===== src/rtl/branch_commit_queue.sv =====
// branch_commit_queue: in-order queue of in-flight branches between fetch and the
// 2-bit predictor table. Entries are allocated at the tail, resolved out of order by
// tag, and retired from the head in program order, driving the predictor update and
// a flush/redirect on a wrong prediction.
// Optional feature macro: BRANCH_STATS_EN adds retire and mispredict counters.
module branch_commit_queue #(
   parameter int unsigned QUEUE_DEPTH = 8,
   parameter int unsigned TAG_WIDTH   = 3
) (
   input  logic                 clk,
   input  logic                 rst,
   input  logic                 rdy,
   input  logic                 alloc_valid,
   input  logic [31:0]          alloc_pc,
   input  logic                 alloc_pred_jump,
   input  logic [31:0]          alloc_pred_tgt,
   output logic                 alloc_ready,
   output logic [TAG_WIDTH-1:0] alloc_tag,
   input  logic                 res_valid,
   input  logic [TAG_WIDTH-1:0] res_tag,
   input  logic                 res_jump,
   input  logic [31:0]          res_target,
   output logic                 commit_pc_valid,
   output logic [31:0]          commit_pc,
   output logic                 really_jump,
   output logic                 mispredict,
   output logic [31:0]          redirect_pc
`ifdef BRANCH_STATS_EN
   ,
   output logic [31:0]          stat_commits,
   output logic [31:0]          stat_mispredicts
`endif
);

   localparam int unsigned CNT_W = TAG_WIDTH + 1;

   logic [TAG_WIDTH-1:0]   head;
   logic [TAG_WIDTH-1:0]   tail;
   logic [CNT_W-1:0]       count;
   logic [QUEUE_DEPTH-1:0] ent_valid;
   logic [QUEUE_DEPTH-1:0] ent_resolved;
   logic [31:0]            ent_pc       [QUEUE_DEPTH];
   logic [31:0]            ent_pred_tgt [QUEUE_DEPTH];
   logic [31:0]            ent_target   [QUEUE_DEPTH];
   logic                   ent_jump     [QUEUE_DEPTH];

   logic        do_alloc;
   logic        do_resolve;
   logic        do_retire;
   logic        do_flush;
   logic [31:0] actual_npc;

   // The fetch-time taken bit is implied by the predicted target, so it is not stored.
   logic unused_pred_jump;
   assign unused_pred_jump = alloc_pred_jump;

   // Readiness depends only on the registered occupancy.
   assign alloc_ready = (count < CNT_W'(QUEUE_DEPTH));
   assign alloc_tag   = tail;

   // Per-cycle decisions: retire/flush from the head, then gated alloc and resolve.
   always_comb begin
      do_retire  = rdy && ent_valid[head] && ent_resolved[head];
      actual_npc = ent_jump[head] ? ent_target[head] : (ent_pc[head] + 32'd4);
      do_flush   = do_retire && (actual_npc != ent_pred_tgt[head]);
      do_alloc   = alloc_valid && alloc_ready && rdy && !mispredict && !do_flush;
      do_resolve = res_valid && rdy && ent_valid[res_tag] && !ent_resolved[res_tag]
                   && !do_flush;
   end

   // Entry payload storage; qualified by the valid/resolved bits, so no reset needed.
   always_ff @(posedge clk) begin
      if (do_alloc) begin
         ent_pc[tail]       <= alloc_pc;
         ent_pred_tgt[tail] <= alloc_pred_tgt;
      end
      if (do_resolve) begin
         ent_jump[res_tag]   <= res_jump;
         ent_target[res_tag] <= res_target;
      end
   end

   // Queue pointers, entry status bits and registered commit/flush outputs.
   always_ff @(posedge clk) begin
      if (rst) begin
         head             <= '0;
         tail             <= '0;
         count            <= '0;
         ent_valid        <= '0;
         ent_resolved     <= '0;
         commit_pc_valid  <= 1'b0;
         commit_pc        <= '0;
         really_jump      <= 1'b0;
         mispredict       <= 1'b0;
         redirect_pc      <= '0;
`ifdef BRANCH_STATS_EN
         stat_commits     <= '0;
         stat_mispredicts <= '0;
`endif
      end else begin
         commit_pc_valid <= 1'b0;
         mispredict      <= 1'b0;
         if (do_retire) begin
            commit_pc_valid <= 1'b1;
            commit_pc       <= ent_pc[head];
            really_jump     <= ent_jump[head];
`ifdef BRANCH_STATS_EN
            stat_commits    <= stat_commits + 32'd1;
`endif
         end
         if (do_flush) begin
            mispredict       <= 1'b1;
            redirect_pc      <= actual_npc;
            head             <= '0;
            tail             <= '0;
            count            <= '0;
            ent_valid        <= '0;
            ent_resolved     <= '0;
`ifdef BRANCH_STATS_EN
            stat_mispredicts <= stat_mispredicts + 32'd1;
`endif
         end else begin
            if (do_alloc) begin
               ent_valid[tail]    <= 1'b1;
               ent_resolved[tail] <= 1'b0;
               tail               <= tail + TAG_WIDTH'(1);
            end
            if (do_resolve) begin
               ent_resolved[res_tag] <= 1'b1;
            end
            if (do_retire) begin
               ent_valid[head]    <= 1'b0;
               ent_resolved[head] <= 1'b0;
               head               <= head + TAG_WIDTH'(1);
            end
            count <= count + CNT_W'(do_alloc) - CNT_W'(do_retire);
         end
      end
   end

endmodule


===== config.mk =====
export PLATFORM = sky130hd
export DESIGN_NAME = branch_commit_queue
export DESIGN_NICKNAME = d
export VERILOG_FILES = /design/src/rtl/branch_commit_queue.sv
export SDC_FILE = /design/constraint.sdc
export NUM_CORES = 1
export LEC_CHECK = 0
export ABC_AREA = 1
export BUFFER_PORTS_ARGS = -buffer_cell sky130_fd_sc_hd__buf_2
export CORE_ASPECT_RATIO = 0.7
export CORE_MARGIN = 3
export CORE_UTILIZATION = 45
export CTS_BUF_LIST = sky130_fd_sc_hd__clkbuf_4 sky130_fd_sc_hd__clkbuf_8
export CTS_CLUSTER_SIZE = 16
export DETAILED_ROUTE_END_ITERATION = 10
export PLACE_DENSITY = 0.67
export SETUP_SLACK_MARGIN = 0.5
export SYNTH_ARGS = -nofsm -noshare
export SYNTH_HDL_FRONTEND = slang
export SYNTH_SLANG_ARGS = --single-unit

===== constraint.sdc =====
create_clock -name clk -period 7.67 [get_ports clk]
set_clock_uncertainty 0.15 [all_clocks]
set_input_delay 0.767 -clock clk [delete_from_list [all_inputs] [get_ports clk]]
set_output_delay 0.767 -clock clk [all_outputs]
set_load 0.005 [all_outputs]

==> run summary, run 1 <==
Port Buffer Count: 175
IO Pins: 177
max-cap violation count: 0
FF/Latch Area: 0.0252 mm²
Ys Warns: 0
synthesized area: 0.0374 mm²
Routed WL per cell: 21.1 µm
Mapped Cells: 3590
vias per cell: 5.38
Worst Setup End Kind: register
DRC Markers: 0
Power per Cell Area: 231 mW/mm²
Synth area leaders: edfxtp_1, nand2_1, dfxtp_1
Die H: 247 µm
final cell count without fillers: 4948
register bit count reported by yosys: 872
final setup TNS: 0 ns
sequential share of the synthesized area: 67.5%
Pwr Total: 9.68 mW
grt ovf: 0
Vias: 26600
Rel. slew slack: 28.0%
Worst VDD drop: 0.154 mV
run status: complete, no violations
area leader, netlist: edfxtp_1
Post-synth EDFFs: 776
class of the worst hold path: input port to register
Synth Area per Inst: 10.4 µm²
Async SR Flop Fraction: 0%
Worst Path Required: 7.96 ns
CTS root buffer: clkbuf_8
unrepaired setup endpoints after global routing: no
Critical Path AT: 6.65 ns
area taken by multi-input logic gates: 0.0102 mm²
Total Die Area: 0.0866 mm²
CTS buffer count: 134
final hold vios: 0
initial antenna violation count: 16
DRT iter0 DRCs: 3162
Setup-failing EPs final: 0
top cell type's share of synthesized area: 62.3%
part of the cycle the worst path needs: 82.9%
Max Clock Freq: 157 MHz
core area: 0.0814 mm²
first-pass GRT wire length: 154000 µm
Hold EP: ent_target[7][11]$_DFFE_PP_
most common cell in the synthesized netlist: nand2_1
TritonRoute pass-1 iters: 6
clock latency on the worst-skew pair: 0.83 ns
Starting Density: 45.9%
num rows: 87
Syn Nets: 3704
Num Clock Sinks: 872
WL final: 104000 µm
NumNets Final: 3877
hold_sp: res_target[11]
Netlist cell types: 45
post-layout min period: 6.36 ns
Hold Crit Depth: 1
Pins Over Slew Limit: 0
vias in the first global route: 23900
fillers: 7174
area delta synth->final: 12.3%
flop2flop setup slack: 1.31 ns
total track usage: 24.0%
Worst R2R Path Depth: 22
TritonCTS clock tree: done
post-route antenna net violation count: 0
CP Launch Type: register
H-tree levels: 4
DP Cell Count: 4692
clk slew on worst S/H paths: 0.07 ns
synth cell count leaders: nand2_1, edfxtp_1, nand3_1, inv_1, nor2_1
layout cell share with drive strength beyond 1: 12.8%
pin count of the biggest net entering global routing: 155
Least-Margin Pin Slew: 1.08 ns
Max FO, Critical Path: 75
leak pwr: 16.6 nW
HPWL after DPL: 62400 µm
routability cong.: 0.967
Setup CP Type: register to register
clock buffer depth: 3
Die X: 350 µm
Reg-to-Reg End: ent_pred_tgt[2][14]$_DFFE_PP_
Top FF cell, synth: edfxtp_1
==> stage by stage <==
stage          hold slack (ns)  setup WS, ns  area (µm²)  utilization [%]
2_1_floorplan            0.294          3.19       37400                -
3_3_place_gp             0.289          1.41       39200             48.2
3_5_place_dp             0.290          1.40       39200             48.2
4_1_cts                0.00318          1.37       42000             51.5
5_1_grt                 0.0371         0.954       42000             51.5
6_report                0.0610          1.31       42000             51.6
==> worst max path at each step <==
stage	from	to
global placement	register	ent_pred_tgt[2][3]$_DFFE_PP_
floorplan	register	ent_pc[0][0]$_DFFE_PP_
detailed placement	register	ent_pred_tgt[2][4]$_DFFE_PP_
CTS	register	ent_pred_tgt[2][14]$_DFFE_PP_
finish	register	ent_pred_tgt[2][14]$_DFFE_PP_
global route	register	ent_pc[2][30]$_DFFE_PP_
==> cell families (layout without fill, tap and decap cells) <==
logic type	after synthesis	count (layout)	synth area share, %
other	0	9	0
AO/OA/AOI/OAI	466	466	7.47
flip-flops	872	872	67.5
buffers and inverters	475	756	5.38
multiplexers	2	2	0.0536
AND/OR/NAND/NOR	1758	1758	19.1
XOR/XNOR	9	9	0.211
adder cells (fa/ha/maj)	8	8	0.288
==> critical path, cell delays in order (launching register included) <==
cell and delay, ns:
dfxtp_4 0.67, inv_8 0.31, buf_4 0.41, nand2_1 0.12, nand3_1 0.11, nand3_1 0.12
nand2_1 0.28, nor2_2 0.27, nand2_1 0.14, nor2_4 0.24, nand2_1 0.09, nand3_1 0.18
nand2_1 0.10, nand2_1 0.07, nand2_1 0.04, nor2_1 0.16, nand2_1 0.08, nor3_1 0.27
nand3_1 0.21, nand2_1 0.59, nand3_1 0.40, clkinv_2 0.50, buf_12 0.41
==> layout by cell type, fill, tap and decap left out, types with 93 or more instances in the layout <==
cell type,count
a21oi_1,105
buf_2,175
edfxtp_1,776
nand3_1,327
o21ai_0,197
clkbuf_8,145
nor2_1,252
nand2_1,1131
dfxtp_1,93
inv_1,270
==> where the power goes <==
part	switching [mW]	leakage, nW	total [mW]	internal (mW)
Clock	1.86	1.42	3.94	2.08
Combinational	0.352	7.43	0.477	0.125
Sequential	0.0197	7.77	5.27	5.25
Total	2.23	16.6	9.68	7.45
==> layout make-up <==
class | count | area share, %
Sequential cell | 872 | 60.1
Multi-Input combinational cell | 2243 | 24.2
Clock buffer | 182 | 5.41
Timing Repair Buffer | 219 | 3.31
Tap cell | 1068 | 3.18
Inverter | 293 | 2.69
Clock inverter | 62 | 1.05
Antenna cell | 9 | 0.0536
==> routing by layer <==
layer | global-route usage [%] | vias up | wire length [µm]
met5 | 0 | - | 65
met4 | 7.40 | 12 | 2480
met3 | 6.34 | 177 | 11300
met2 | 34.7 | 1206 | 44800
met1 | 35.3 | 12600 | 45600
li1 | - | 12600 | -
==> registers in the layout, summed over array words and instances (netlist names), named ones only <==
name,cells
mispredict,1
commit_pc,32
ent_pred_tgt,256
ent_resolved,8
alloc_tag,3
commit_pc_valid,1
really_jump,1
ent_target,256
ent_pc,256
count,4
ent_jump,8
head,3
ent_valid,8
redirect_pc,32
==> what timing repair did <==
item	CTS	global route
resized for setup	0	0
hold endpoints to repair	18	0
hold buffers	3	0
buffers inserted	0	0
No activity file was read; power rests on OpenSTA's default activity.
==> run 2: changes to the inputs <==
ABC_AREA = 0   (was 1)
PLACE_DENSITY = 0.68   (was 0.67)
clock period = 6 ns   (was 7.67 ns; I/O delays follow)
==> run summary, run 2 <==
run status: complete, no violations
register bit count reported by yosys: 872
Reg power frac: 54.7%
critical path's slowest cell: or4_4
CP cell instances: buf_6 > buf_4 > mux4_2 > mux2i_1 > or4_4 > buf_4 > or2_2 > buf_4 > o31a_1 > nor4_2 > o22ai_1 > nand4b_1 > nor4_4 > buf_6 > o21ai_2 > ha_1 > inv_1 > ha_1 > inv_1 > fa_1 > xor2_1 > nor2_1
Max FO, Critical Path: 7
CTS buffer count: 133
Syn Nets: 2017
CTS root buffer: clkbuf_8
WL final: 92600 µm
metal2 WL: 41900 µm
combinational share of power: 5.9%
DRC Markers: 0
flop2flop setup slack: 0.61 ns
final cell area excluding filler cells: 0.0429 mm²
most frequent cells in the layout: edfxtp_1, mux4_2, buf_2, clkbuf_8, buf_4
multiplexer area fraction after synthesis: 15.9%
Setup CP Type: register to register
placed inst area: 0.0389 mm²
CP Launch Type: register
part of the cycle the worst path needs: 89.9%
routability cong.: 0.891
max incr delay on CP: 0.55 ns
vias per cell: 5.78
total track usage: 22.8%
Port Buffer Count: 175
wl on met1: 40300 µm
hold_sp: alloc_valid
Async SR Flop Fraction: 0%
max-cap violation count: 0
NumNets Final: 2497
P_sw: 2.76 mW
Least-Margin Pin Slew: 0.935 ns
Routed WL per cell: 26.2 µm
Post-synth EDFFs: 776
IO Pins: 177
initial antenna violation count: 3
synthesized area: 0.0353 mm²
Worst VDD drop: 0.205 mV
area leader, netlist: edfxtp_1
Die X: 341 µm
Worst Path Required: 6.53 ns
Hold Crit Depth: 4
Rel. slew slack: 35.9%
crit path capture: count[2]$_SDFF_PP0_
Clk pwr share: 39.3%
Switching Share: 22.4%
Worst Setup End Kind: register
layout cell share with drive strength beyond 1: 33.5%
final hold vios: 0
Pins Over Slew Limit: 0
Num Clock Sinks: 872
Worst R2R Path Depth: 22
Synth area leaders: edfxtp_1, mux4_2, dfxtp_1
Total Die Area: 0.0818 mm²
fin worst setup slack: 0.609 ns
grt ovf: 0
dpl ws: 0.344 ns
num rows: 85
sequential share of the synthesized area: 71.5%
adder-cell area share of the yosys netlist: 0.305%
top cell type's share of synthesized area: 66.1%
post-layout min period: 5.39 ns
first-pass GRT wire length: 136000 µm
Die H: 240 µm
area delta synth->final: 21.5%
core area: 0.0772 mm²
class of the worst hold path: input port to register
clock buffer depth: 3
Ys Warns: 0
clock latency on the worst-skew pair: 0.80 ns
post-synthesis xor/xnor area fraction: 1.75%
top layer in use: met4
Top FF cell, synth: edfxtp_1
Largest regs: ent_pc (256), ent_pred_tgt (256), ent_target (256)
commonest non-fill, non-tap cell in the layout: edfxtp_1
Critical Path AT: 5.92 ns
DRT iter0 DRCs: 2458
Compound-Gate Fraction of Synth Area: 4.31%
most common cell in the synthesized netlist: edfxtp_1
final setup TNS: 0 ns
P_int: 9.54 mW
simple-gate share of the synthesized area: 4.37%
most numerous cell on the critical path: buf_4
TritonRoute pass-1 iters: 6
clk slew on worst S/H paths: 0.07 ns
Reg-to-Reg End: count[2]$_SDFF_PP0_
H-tree levels: 4
Setup-failing EPs final: 0
synth cell count leaders: edfxtp_1, mux4_2, mux2i_1, dfxtp_1, nor2_1
pin count of the biggest net entering global routing: 70
TritonCTS clock tree: done
post-route antenna net violation count: 0
Starting Density: 45.7%
Vias: 20400
Power per Cell Area: 287 mW/mm²
fillers: 6006
Max Clock Freq: 185 MHz
main combinational cell family by area after synthesis: multiplexers
leak pwr: 13.9 nW
unrepaired setup endpoints after global routing: yes
Synth Area per Inst: 18.5 µm²
Netlist cell types: 78
Mapped Cells: 1903
Met3 Wirelength: 8210 µm
vias in the first global route: 20600
HPWL after DPL: 61100 µm
[run 2: critical path, delay by kind of cell (launching register included)]
kind	cells	cell delay [ns]
compound gates	3	0.53
xor+xnor	1	0.15
fa+ha+maj	3	0.82
buf+inv	7	0.95
flops	1	0.41
mux	2	0.44
simple gates	6	1.85
[run 2: cells by family after synthesis]
family	Yosys count
muxes	322
xor gates and xnor gates	69
buffers and inverters	133
AOI/OAI and AO/OA	206
and+or+nand+nor	293
adders and majority gates	8
DFF	872
[run 2: repair_timing]
item                       4_1_cts  5_1_grt
resized for setup                5       18
setup endpoints to repair      342      699
gates cloned                     1        0
hold endpoints to repair       776        0
buffers inserted                 2       16
hold buffers                    97        0
pin swaps                        0        6
[run 2: worst min-delay path by stage]
stage	end	slack, ns
finish	alloc_tag[1]$_SDFFE_PP0N_	0.17
global placement	redirect_pc[7]$_SDFFE_PP0P_	0.31
global route	ent_resolved[6]$_SDFF_PP0_	0.17
CTS	ent_resolved[6]$_SDFF_PP0_	0.08
floorplan	redirect_pc[16]$_SDFFE_PP0P_	0.30
detailed placement	redirect_pc[11]$_SDFFE_PP0P_	0.32
[run 2: area by class of cell]
cell class / instances / area [µm²] / share of cell area (%)
flip-flops and latches: 872 / 25200 / 58.9
multi-input cells: 898 / 9630 / 22.5
repair buffers: 448 / 3950 / 9.22
clock buffers: 181 / 2240 / 5.23
well taps: 1044 / 1310 / 3.05
clock inverters: 57 / 370 / 0.864
inverters: 30 / 116 / 0.272
diodes: 2 / 5.00 / 0.0117
[run 2: power by group through the flow]
| stage | combinational [mW] | sequential (mW) | clock (mW) |
|---|---|---|---|
| after floorplan | 0.319 | 6.86 | 0 |
| after global placement | 0.644 | 6.86 | 0 |
| after detailed placement | 0.657 | 6.86 | 0 |
| after CTS | 0.720 | 6.74 | 4.95 |
| after global routing | 0.781 | 6.74 | 5.22 |
| final | 0.731 | 6.74 | 4.84 |
[run 2: through the flow]
stage / utilization (%) / instances / hold slack, ns / power, mW
final: 55.5 / 3532 / 0.171 / 12.3
after floorplan: - / 1903 / 0.299 / 7.18
after detailed placement: 50.4 / 3176 / 0.317 / 7.52
after global placement: 50.4 / 3176 / 0.315 / 7.50
after CTS: 55.2 / 3514 / 0.0814 / 12.4
after global routing: 55.5 / 3530 / 0.174 / 12.7
[run 2: per-layer routing]
metal,vias up,track usage [%]
met1,10600,33.4
met4,0,7.20
met3,147,5.09
met5,-,0
met2,933,34.3
li1,8774,-
